==> config.mk <==
export PLATFORM = sky130hd
export DESIGN_NAME = note_track_engine_flat
export DESIGN_NICKNAME = d
export VERILOG_FILES = /design/src/rtl/note_track_pkg.sv /design/src/rtl/note_track_engine_if.sv /design/src/rtl/note_hit_check.sv /design/src/rtl/note_track_engine.sv /design/src/flat_wrapper.sv
export SDC_FILE = /design/constraint.sdc
export NUM_CORES = 1
export LEC_CHECK = 0
export ABC_AREA = 1
export BUFFER_PORTS_ARGS = -buffer_cell sky130_fd_sc_hd__buf_2
export CORE_ASPECT_RATIO = 1.25
export CORE_MARGIN = 4
export CORE_UTILIZATION = 67
export CTS_CLUSTER_SIZE = 40
export DETAILED_ROUTE_END_ITERATION = 8
export GPL_ROUTABILITY_DRIVEN = 1
export PLACE_DENSITY = 0.85
export SLEW_MARGIN = 20
export SYNTH_ARGS = -nofsm -noshare
export SYNTH_HDL_FRONTEND = slang
export SYNTH_HIERARCHICAL = 1
export SYNTH_SLANG_ARGS = --single-unit
==> constraint.sdc <==
create_clock -name clk -period 4.3 [get_ports clk]
set_input_delay 1.29 -clock clk [delete_from_list [all_inputs] [get_ports clk]]
set_output_delay 1.29 -clock clk [all_outputs]
set_load 0.02 [all_outputs]
==> src/rtl/note_track_pkg.sv <==
// note_track_pkg: shared slot record, FSM encoding and lane geometry for the note engine
package note_track_pkg;
  typedef enum logic [2:0] {IDLE, FETCH, LATCH, SPAWN, WAIT, MOVE, DONE} state_t;
  typedef struct packed {
    logic       valid;
    logic [1:0] lane;
    logic [9:0] ypos;
  } slot_t;
  function automatic logic [10:0] lane_x(input logic [1:0] lane, input int x0, input int pitch);
    return 11'(x0 + int'(lane) * pitch);
  endfunction
endpackage

==> src/rtl/note_track_engine_if.sv <==
// note_track_engine_if: chart ROM, frame timing and pixel query bundle of the note engine
interface note_track_engine_if #(parameter int CHART_LEN = 21, parameter int LANES = 4);
  localparam int AW = CHART_LEN > 1 ? $clog2(CHART_LEN) : 1;
  logic             start;
  logic             screenEnd;
  logic [AW-1:0]    chart_addr;
  logic [LANES-1:0] chart_data;
  logic [9:0]       x;
  logic [8:0]       y;
  logic             in_note;
  logic [1:0]       note_lane;
  logic             playing;
  logic             done;
  logic             overflow;
  modport master (output start, screenEnd, chart_data, x, y,
                  input chart_addr, in_note, note_lane, playing, done, overflow);
  modport slave (input start, screenEnd, chart_data, x, y,
                 output chart_addr, in_note, note_lane, playing, done, overflow);
endinterface

==> src/rtl/note_hit_check.sv <==
// note_hit_check: box test of one pixel against one slot's note rectangle
module note_hit_check
  import note_track_pkg::*;
#(
  parameter int NOTE_W     = 50,
  parameter int NOTE_H     = 20,
  parameter int LANE_X0    = 170,
  parameter int LANE_PITCH = 80
) (
  input  slot_t      i_slot,
  input  logic [9:0] i_x,
  input  logic [8:0] i_y,
  output logic       o_hit
);
  logic [10:0] w_x0, w_x, w_y, w_y0;
  assign w_x0  = lane_x(i_slot.lane, LANE_X0, LANE_PITCH);
  assign w_x   = {1'b0, i_x};
  assign w_y   = {2'b0, i_y};
  assign w_y0  = {1'b0, i_slot.ypos};
  assign o_hit = i_slot.valid && w_x >= w_x0 && w_x < w_x0 + 11'(NOTE_W)
              && w_y >= w_y0 && w_y < w_y0 + 11'(NOTE_H);
endmodule

==> src/rtl/note_track_engine.sv <==
// note_track_engine: walks the note chart, spawns and advances falling notes, answers pixel hits
module note_track_engine
  import note_track_pkg::*;
#(
  parameter int MAX_NOTES    = 8,
  parameter int LANES        = 4,
  parameter int CHART_LEN    = 21,
  parameter int SPAWN_FRAMES = 120,
  parameter int NOTE_SPEED   = 1,
  parameter int NOTE_W       = 50,
  parameter int NOTE_H       = 20,
  parameter int LANE_X0      = 170,
  parameter int LANE_PITCH   = 80,
  parameter int VIDEO_HEIGHT = 480
) (
  input logic               clk,
  input logic               reset,
  note_track_engine_if.slave bus
);
  localparam int AW = CHART_LEN > 1 ? $clog2(CHART_LEN) : 1;
  localparam int EW = $clog2(CHART_LEN + 1);
  localparam int FW = SPAWN_FRAMES > 1 ? $clog2(SPAWN_FRAMES) : 1;
  localparam int SW = MAX_NOTES > 1 ? $clog2(MAX_NOTES) : 1;
  state_t               r_state, w_next;
  slot_t                r_slot [MAX_NOTES];
  logic [EW-1:0]        r_entry;
  logic [FW-1:0]        r_frame;
  logic [LANES-1:0]     r_pend;
  logic                 r_se, r_tick, r_pending, r_overflow, r_in_note;
  logic [1:0]           r_note_lane;
  logic [MAX_NOTES-1:0] w_hit, w_valid;
  logic [10:0]          w_ypos [MAX_NOTES];
  logic                 w_free_any, w_go, w_frame_end, w_restart;
  logic [SW-1:0]        w_free_idx;
  logic [1:0]           w_spawn_lane, w_hit_lane;
  for (genvar g = 0; g < MAX_NOTES; g++) begin : g_hit
    note_hit_check #(.NOTE_W(NOTE_W), .NOTE_H(NOTE_H), .LANE_X0(LANE_X0), .LANE_PITCH(LANE_PITCH)) u_hit (
      .i_slot(r_slot[g]), .i_x(bus.x), .i_y(bus.y), .o_hit(w_hit[g])
    );
    assign w_valid[g] = r_slot[g].valid;
    assign w_ypos[g]  = {1'b0, r_slot[g].ypos} + 11'(NOTE_SPEED);
  end
  assign w_go        = r_tick | r_pending;
  assign w_frame_end = r_frame == FW'(SPAWN_FRAMES - 1);
  assign w_restart   = bus.start && (r_state == IDLE || r_state == DONE);
  // Descending loops leave the lowest matching index as the winner.
  always_comb begin
    w_free_any   = 1'b0;
    w_free_idx   = '0;
    w_spawn_lane = '0;
    w_hit_lane   = '0;
    for (int i = MAX_NOTES - 1; i >= 0; i--) begin
      if (!r_slot[i].valid) begin
        w_free_any = 1'b1;
        w_free_idx = SW'(i);
      end
      if (w_hit[i]) w_hit_lane = r_slot[i].lane;
    end
    for (int i = LANES - 1; i >= 0; i--)
      if (r_pend[i]) w_spawn_lane = 2'(i);
  end
  always_comb begin
    w_next = r_state;
    case (r_state)
      IDLE, DONE: w_next = bus.start ? FETCH : r_state;
      FETCH:      w_next = LATCH;
      LATCH:      w_next = SPAWN;
      SPAWN:      w_next = r_pend == '0 ? WAIT : SPAWN;
      WAIT:       w_next = w_go ? MOVE : (r_entry == EW'(CHART_LEN) && w_valid == '0) ? DONE : WAIT;
      MOVE:       w_next = (w_frame_end && r_entry < EW'(CHART_LEN)) ? FETCH : WAIT;
      default:    w_next = IDLE;
    endcase
  end
  always_ff @(posedge clk)
    if (!reset) r_state <= IDLE;
    else        r_state <= w_next;
  always_ff @(posedge clk) begin
    if (!reset) begin
      r_se        <= 1'b0;
      r_tick      <= 1'b0;
      r_pending   <= 1'b0;
      r_entry     <= '0;
      r_frame     <= '0;
      r_pend      <= '0;
      r_overflow  <= 1'b0;
      r_in_note   <= 1'b0;
      r_note_lane <= '0;
      for (int i = 0; i < MAX_NOTES; i++) r_slot[i] <= '0;
    end else begin
      r_se        <= bus.screenEnd;
      r_tick      <= bus.screenEnd & ~r_se;
      r_pending   <= r_state == WAIT ? 1'b0 : (r_pending | r_tick);
      r_in_note   <= |w_hit;
      r_note_lane <= w_hit_lane;
      if (w_restart) begin
        r_entry <= '0;
        r_frame <= '0;
      end
      if (r_state == LATCH) r_pend <= bus.chart_data;
      if (r_state == SPAWN) begin
        if (r_pend == '0) r_entry <= r_entry + 1'b1;
        else begin
          r_pend[w_spawn_lane] <= 1'b0;
          if (w_free_any) r_slot[w_free_idx] <= '{valid: 1'b1, lane: w_spawn_lane, ypos: '0};
          else            r_overflow <= 1'b1;
        end
      end
      if (r_state == MOVE) begin
        r_frame <= w_frame_end ? '0 : r_frame + 1'b1;
        for (int i = 0; i < MAX_NOTES; i++)
          if (r_slot[i].valid) begin
            r_slot[i].ypos  <= w_ypos[i][9:0];
            r_slot[i].valid <= w_ypos[i] < 11'(VIDEO_HEIGHT);
          end
      end
    end
  end
  assign bus.chart_addr = r_entry[AW-1:0];
  assign bus.in_note    = r_in_note;
  assign bus.note_lane  = r_note_lane;
  assign bus.playing    = r_state != IDLE && r_state != DONE;
  assign bus.done       = r_state == DONE;
  assign bus.overflow   = r_overflow;
endmodule

==> src/flat_wrapper.sv <==
// flat-port wrapper written by rule: the top's interface ports become plain ports
module note_track_engine_flat import note_track_pkg::*;
#(
  parameter int MAX_NOTES    = 8,
  parameter int LANES        = 4,
  parameter int CHART_LEN    = 21,
  parameter int SPAWN_FRAMES = 120,
  parameter int NOTE_SPEED   = 1,
  parameter int NOTE_W       = 50,
  parameter int NOTE_H       = 20,
  parameter int LANE_X0      = 170,
  parameter int LANE_PITCH   = 80,
  parameter int VIDEO_HEIGHT = 480
)
  (clk, reset, bus_start, bus_screenEnd, bus_chart_data, bus_x, bus_y, bus_chart_addr, bus_in_note, bus_note_lane, bus_playing, bus_done, bus_overflow);
  note_track_engine_if #(.CHART_LEN(CHART_LEN), .LANES(LANES)) bus_i ();
  input logic clk;
  input logic reset;
  input wire logic [$bits(bus_i.start)-1:0] bus_start;
  input wire logic [$bits(bus_i.screenEnd)-1:0] bus_screenEnd;
  input wire logic [$bits(bus_i.chart_data)-1:0] bus_chart_data;
  input wire logic [$bits(bus_i.x)-1:0] bus_x;
  input wire logic [$bits(bus_i.y)-1:0] bus_y;
  output wire logic [$bits(bus_i.chart_addr)-1:0] bus_chart_addr;
  output wire logic [$bits(bus_i.in_note)-1:0] bus_in_note;
  output wire logic [$bits(bus_i.note_lane)-1:0] bus_note_lane;
  output wire logic [$bits(bus_i.playing)-1:0] bus_playing;
  output wire logic [$bits(bus_i.done)-1:0] bus_done;
  output wire logic [$bits(bus_i.overflow)-1:0] bus_overflow;
  assign bus_i.start = bus_start;
  assign bus_i.screenEnd = bus_screenEnd;
  assign bus_i.chart_data = bus_chart_data;
  assign bus_i.x = bus_x;
  assign bus_i.y = bus_y;
  assign bus_chart_addr = bus_i.chart_addr;
  assign bus_in_note = bus_i.in_note;
  assign bus_note_lane = bus_i.note_lane;
  assign bus_playing = bus_i.playing;
  assign bus_done = bus_i.done;
  assign bus_overflow = bus_i.overflow;
  note_track_engine #(.MAX_NOTES(MAX_NOTES), .LANES(LANES), .CHART_LEN(CHART_LEN), .SPAWN_FRAMES(SPAWN_FRAMES), .NOTE_SPEED(NOTE_SPEED), .NOTE_W(NOTE_W), .NOTE_H(NOTE_H), .LANE_X0(LANE_X0), .LANE_PITCH(LANE_PITCH), .VIDEO_HEIGHT(VIDEO_HEIGHT)) u_core (.clk(clk), .reset(reset), .bus(bus_i));
endmodule
# --- Word-level counts from Yosys, hierarchy flattened ---
# Memories as Yosys holds them, arrays and structs flattened.
# Index checks and enable logic that the tools add are counted.
word_totals:
  ff_bits: 26
  rom_bits: 0
  out_inout_bits: 11
  memories: 1
  inputBits: 27
  elab_cells: 281
  ram_bits: 104
  latch_bits: 0
memory_table:
  columns: ["name", "words", "width", "read_ports", "rd_clocked_by_memory_dff", "write_ports", "line", "rtl"]
  rows:
  - ["u_core.r_slot", 8, 13, 8, 0, 8, "note_track_engine.sv:25", "slot_t r_slot [MAX_NOTES];"]
op_classes:
  n_reduce_logical: 48
  magnitude_cmp: 43
  shifts: 0
  div: 0
  n_addsub: 34
  eq_ne: 10
  n_bitwise: 24
  multipliers: 8
  mux: 103
op_table:
  columns: ["op", "count"]
  rows:
  - ["$add A10 B1 Y11 const B", 8]
  - ["$add A10 B5 Y11 const B", 8]
  - ["$add A11 B6 Y11 const B", 8]
  - ["$add A9 B11 Y11 const A", 8]
  - ["$ge A10 B11 Y1", 8]
  - ["$lt A10 B11 Y1", 8]
  - ["$lt A11 B9 Y1 const B", 8]
  - ["$lt A9 B11 Y1", 8]
  - ["$ge A9 B10 Y1", 8]
  - ["$mux W10", 8]
  - ["$mux W1", 55]
  - ["$mux W3", 14]
  - ["$mul A2 B3 Y5 const B", 8]
  - ["$logic_and A1 B1 Y1", 37]
  - ["$mux W2", 13]
  - ["$mux W7", 3]
  - ["$pmux W3 S6", 1]
  - ["$or A1 B1 Y1", 17]
  - ["$mux W4", 4]
  - ["$mux W5", 3]
  - ["$mux W13", 1]
  - ["$reduce_or A13 Y1", 1]
  - ["$eq A3 B3 Y1 const B", 3]
  - ["$logic_not A8 Y1", 1]
  - ["other kinds (24)", 29]

# --- Logic depth before layout (Yosys ltp) ---
# An unclocked memory read counts as a cell.
logic_depth:
  word_depth: 16
  mapped_depth: 18

# --- By module ---
# The synthesis kept the hierarchy.
by_module_without_submodules:
  columns: ["mod", "area_each_um2", "cells_each", "instances", "seq_area_each_um2"]
  rows:
  - ["note_hit_check", 943.4, 152, 8, 0.0]
  - ["note_track_engine", 7021.7, 1047, 1, 2762.6]

# --- Least setup slack after synthesis ---
# OpenSTA, ideal clock, no wires.
synth_path:
  path_type: "input port to flip-flop"
  from: "input port bus_y[2]"
  to: "register u_core.r_note_lane[0], in the netlist u_core/bus.note_lane[0]"
  arrival_time_ps: 2712
  path_slack_ps: 1518
  stages: 13
  path_buffers: 0
  required_time_ps: 4230
  path_cell_list: "ha_1 > inv_1 > nand3_1 > nand2_1 > nand2_1 > nand2_1 > nand2_1 > a21oi_1 > nor2_1 > or2_2 > o21ai_0 > o221ai_1 > a21oi_1"
synth_rtl:
  columns: ["item", "line", "rtl"]
  rows:
  - ["start, declared", "flat_wrapper.sv:23", "input wire logic [$bits(bus_i.y)-1:0] bus_y;"]
  - ["$ge A9 B10 Y1", "note_hit_check.sv:21", "&& w_y >= w_y0 && w_y < w_y0 + 11'(NOTE_H);"]
  - ["$logic_and A1 B1 Y1", "note_hit_check.sv:21", null]
  - ["$logic_and A1 B1 Y1 *", "note_hit_check.sv:21", null]
  - ["via u_core.w_hit[6]", "note_track_engine.sv:31", "logic [MAX_NOTES-1:0] w_hit, w_valid;"]
  - ["$mux W2 * (7 in a row)", "note_track_engine.sv:57", "if (w_hit[i]) w_hit_lane = r_slot[i].lane;"]
  - ["end signal, assigned", "note_track_engine.sv:94", "r_note_lane <= w_hit_lane;"]
  - ["end, declared", "note_track_engine.sv:30", "logic [1:0] r_note_lane;"]
# The timed path passes the listed nets; every way through them passes the cells marked *.
# A chain may end at the register's enable or synchronous reset.

# --- Worst setup path after layout ---
layout_path:
  from: "input port bus_y[7]"
  to: "register u_core.r_note_lane[1], in the netlist u_core/bus.note_lane[1]"
layout_rtl:
  columns: ["item", "line"]
  rows:
  - ["$ge A9 B10 Y1", "note_hit_check.sv:21"]
  - ["$logic_and A1 B1 Y1", "note_hit_check.sv:21"]
  - ["$logic_and A1 B1 Y1 *", "note_hit_check.sv:21"]
  - ["via u_core.w_hit[1]", "note_track_engine.sv:31"]
  - ["$mux W2 * (2 in a row)", "note_track_engine.sv:57"]
# Marks and branches as above.

==> summary.md <==
| Metric | Value |
|---|---|
| Outcome | finished, final reports clean |
| Relative slew slack | 20.6% |
| Worst setup EP type | flop |
| WL met3 | 2.65 mm |
| Maximum vdd drop | 257 uV |
| I/O pin count | 38 |
| Core footprint | 21500 um^2 |
| Area of the mapped netlist | 14600 um^2 |
| Slew Limit Fails | 0 |
| Yosys warning total | 6 |
| Most used cell, CP | nand2_1 |
| Worst Clk Skew | 12.3 ps |
| RSZ-0062 raised after global routing | no |
| Max Cap Viol | 0 |
| CTS H-tree depth | 4 |
| Initial antenna violation count | 0 |
| WS Path Type | in -> reg |
| Number of synthesized register bits | 130 |
| Port buffer count | 36 |
| N_diodes | 0 |
| Setup TNS | 0 ps |
| Crit path cell chain | buf_2, buf_4, ha_1, nand2_1, nand2_1, a21boi_0, nand4_1, nand3_1, nor2_1, inv_1, nand2_1, nor2_1, o211ai_1, a21oi_1 |
| Die width | 140 um |
| Pre-CTS WS | 684 ps |
| Largest net degree at the start of global routing | 28 |
| Pre-Repair DR Iteration Count | 8 |
| Clock root buffer | clkbuf_16 |
| Final period util | 76.4% |
| Post-Syn Instances | 2263 |
| Hold crit path type | reg -> reg |
| Routed wl met2 | 18.3 mm |
| Cts bufs inserted | 17 |
| RD Place Congestion | 0.912 |
| CP Launch Type | input port |
| 1st-iter DRT viols | 1121 |
| Met1 Wirelength | 15.3 mm |
| Final Setup Violations | 0 |
| Clk slew on worst S/H paths | 60 ps |
| Placed Instances | 2571 |
| Power Density | 211 nW/um^2 |
| All-Layer GR Usage | 31.1% |
| Static leakage | 7.71 nW |
| Post-synth ARST share | 0% |
| CTS tree | done |
| Syn_nets | 2557 |
| Pint | 2.30 mW |
| Cell variety after synth | 46 |
| Clock share of power | 43.2% |
| Cts-stage hold buffer count | 0 |
| Longest Clk Path Bufs | 2 |
| Area post-placement | 15100 um^2 |
| Die Ht | 173 um |
| Fillers | 1793 |
| Register area | 2760 um^2 |
| Final WS setup | 1010 ps |
| Number of flops mapped to enable cells by yosys | 16 |
| Crit path max-delay cell type | buf_2 |
| NetSw | 1.00 mW |
| First-pass GRT wire length | 63.4 mm |
| Register share of total power | 38.6% |
| Post-CTS Resized | 0 |
| Post-route DRC violation count | 0 |
| Tot Pwr | 3.30 mW |
| Achievable Freq | 304 MHz |
| Synth Area per Inst | 6.44 um^2 |
| Nets | 2605 |
| Register area share after synthesis | 19.0% |
| Clock Latency Late Sink | 430 ps |
| Area taken by multi-input logic gates | 10200 um^2 |
| Routed wire length | 38.4 mm |
| Final Hold Fails | 0 |
| Die area | 24200 um^2 |
| Post-route ant nets | 0 |
| Max layer used | met4 |
| Crit-path max FO | 13 |
| CP Buf/Inv Count | 3 |
| Arrival time worst endpoint | 3630 ps |
| Setup repair bufs after CTS | 0 |
| Max incr delay on CP | 430 ps |
| Share of layout cells above drive strength 1 | 6.03% |
| Number of global-route vias before repair | 14000 |
| Vias after detailed routing | 14900 |
| WL/cell | 14.7 um |
| GR Overflow Total | 0 |
| Number of cell rows | 60 |
| Post-DP HPWL | 28.1 mm |
| Area growth, synth to finish | 7.35% |
| Most used DFF post-synth | dfxtp_1 |
| Clk sinks | 130 |
| Part of the power in combinational logic | 18.2% |
| Starting Density | 67.9% |
| Routed vias/inst | 5.72 |
| Crit path time final | 3290 ps |
| Slew of the pin with the lowest slew margin | 1180 ps |
| CP required | 4640 ps |
| Sw Ratio | 30.4% |
| Filler-free cell count of the finished design | 2602 |
| Kind of cell adding the most delay to the critical path | buffers and inverters |
| Final instance area | 15600 um^2 |
## layout by cell type (no fill, tap or decap), drive strengths merged, types with 2 or more instances in the layout
| cell type | netlist | layout |
|---|---|---|
| a21o | 16 | 16 |
| o22ai | 19 | 19 |
| nand3 | 172 | 172 |
| xor2 | 60 | 60 |
| clkbuf | 1 | 20 |
| o21bai | 5 | 5 |
| clkinv | 2 | 5 |
| buf | 12 | 42 |
| edfxtp | 16 | 16 |
| nor4 | 3 | 3 |
| clkinvlp | 0 | 3 |
| inv | 397 | 401 |
| nor2 | 244 | 244 |
| a211oi | 9 | 9 |
| o21ai | 65 | 65 |
| or2 | 13 | 13 |
| ha | 267 | 267 |
| a21oi | 94 | 94 |
| a31oi | 4 | 4 |
| a21boi | 10 | 10 |
| nor3 | 37 | 37 |
| nand2 | 616 | 616 |
| nand3b | 13 | 13 |
| xnor2 | 5 | 5 |
| o211ai | 4 | 4 |
| a221oi | 3 | 3 |
| nand4 | 55 | 55 |
| o31ai | 2 | 2 |
| dfxtp | 114 | 114 |
## Yosys cell counts, drive strengths merged, types with 2 or more instances
library cell / number / area (um^2)
o211ai: 4 / 30.0
clkinv: 2 / 7.51
nor2: 244 / 951
inv: 397 / 1490
xor2: 60 / 526
o22ai: 19 / 119
o21ai: 65 / 355
nand2: 616 / 2340
nor4: 3 / 18.8
nand4: 55 / 344
edfxtp: 16 / 480
xnor2: 5 / 43.8
o31ai: 2 / 15.0
or2: 13 / 81.3
ha: 267 / 3340
nand3: 172 / 876
a211oi: 9 / 67.6
buf: 12 / 67.6
a31oi: 4 / 25.0
nor3: 37 / 230
a21boi: 10 / 75.1
dfxtp: 114 / 2280
a21o: 16 / 120
a21oi: 94 / 474
a221oi: 3 / 26.3
o21bai: 5 / 37.5
nand3b: 13 / 97.6
## flip-flops by register name (all words and copies together) (netlist names)
signal,flops
u_core/bus.chart_addr,5
u_core/bus.in_note,1
u_core/bus.note_lane,2
u_core/bus.overflow,1
u_core/r_frame,7
u_core/r_pend,4
u_core/r_pending,1
u_core/r_se,1
u_core/r_slot,104
u_core/r_state,3
u_core/r_tick,1
## worst reg2reg max path, stage by stage (launching register included)
cell      delay, ps
dfxtp_1         460
ha_1            240
nor2_1           50
nor2_1          190
xor2_1          100
ha_1            300
nand2_1          70
nor2_1          100
nand2_1          60
nand2_1          70
nand2_1          50
a21oi_1         220
nor2_1          180
or2_2           330
o211ai_1        160
o211ai_1        130
a21oi_1         160
## layer usage
metal	track usage, %	vias to the layer above
met3	5.03	138
li1	-	7415
met2	53.7	562
met1	36.7	6774
met4	16.7	0
met5	0	-
## layout make-up
type,instances,share of cell area [%]
Clock buffer,20,2.99
Clock inverter,11,0.648
Inverter,399,9.58
Multi-Input combinational cell,1721,65.4
Sequential cell,130,17.7
Tap cell,279,2.23
Timing Repair Buffer,42,1.44
## cells by family after synthesis
group | after synthesis | share of synthesized area, %
and+or+nand+nor | 1154 | 34.0
xor gates and xnor gates | 65 | 3.91
buffers and inverters | 412 | 10.8
AOI/OAI and AO/OA | 235 | 9.46
adders and majority gates | 267 | 22.9
DFF | 130 | 19.0
## path summary, 6_finish.rpt
| kind | slack, ps | cells after the start | to | startpoint |
|---|---|---|---|---|
| setup reg to reg | 1360 | 16 | u_core/bus.note_lane[1]$_SDFF_PN0_ | u_core/r_slot[5][2]$_SDFFE_PP0P_ |
| setup / recovery | 1010 | 14 | u_core/bus.note_lane[1]$_SDFF_PN0_ | bus_y[7] |
| hold / removal | 390 | 1 | u_core/r_tick$_SDFF_PN0_ | u_core/r_se$_SDFF_PN0_ |
| hold reg to reg | 390 | 1 | u_core/r_tick$_SDFF_PN0_ | u_core/r_se$_SDFF_PN0_ |
## power by group through the flow
stage | Sequential (mW) | Combinational [mW] | Clock (mW)
finish | 1.27 | 0.601 | 1.42
global route | 1.27 | 0.685 | 1.50
CTS | 1.27 | 0.590 | 1.44
detailed placement | 1.30 | 0.584 | 0
global placement | 1.30 | 0.551 | 0
floorplan | 1.29 | 0.394 | 0
## through the flow
stage	utilization, %	hold WS, ps
3_5_place_dp	70.2	385
4_1_cts	72.8	393
3_3_place_gp	70.2	379
2_1_floorplan	-	368
6_report	72.8	394
5_1_grt	72.8	412
Note: power is estimated with default switching activity, not from simulation.
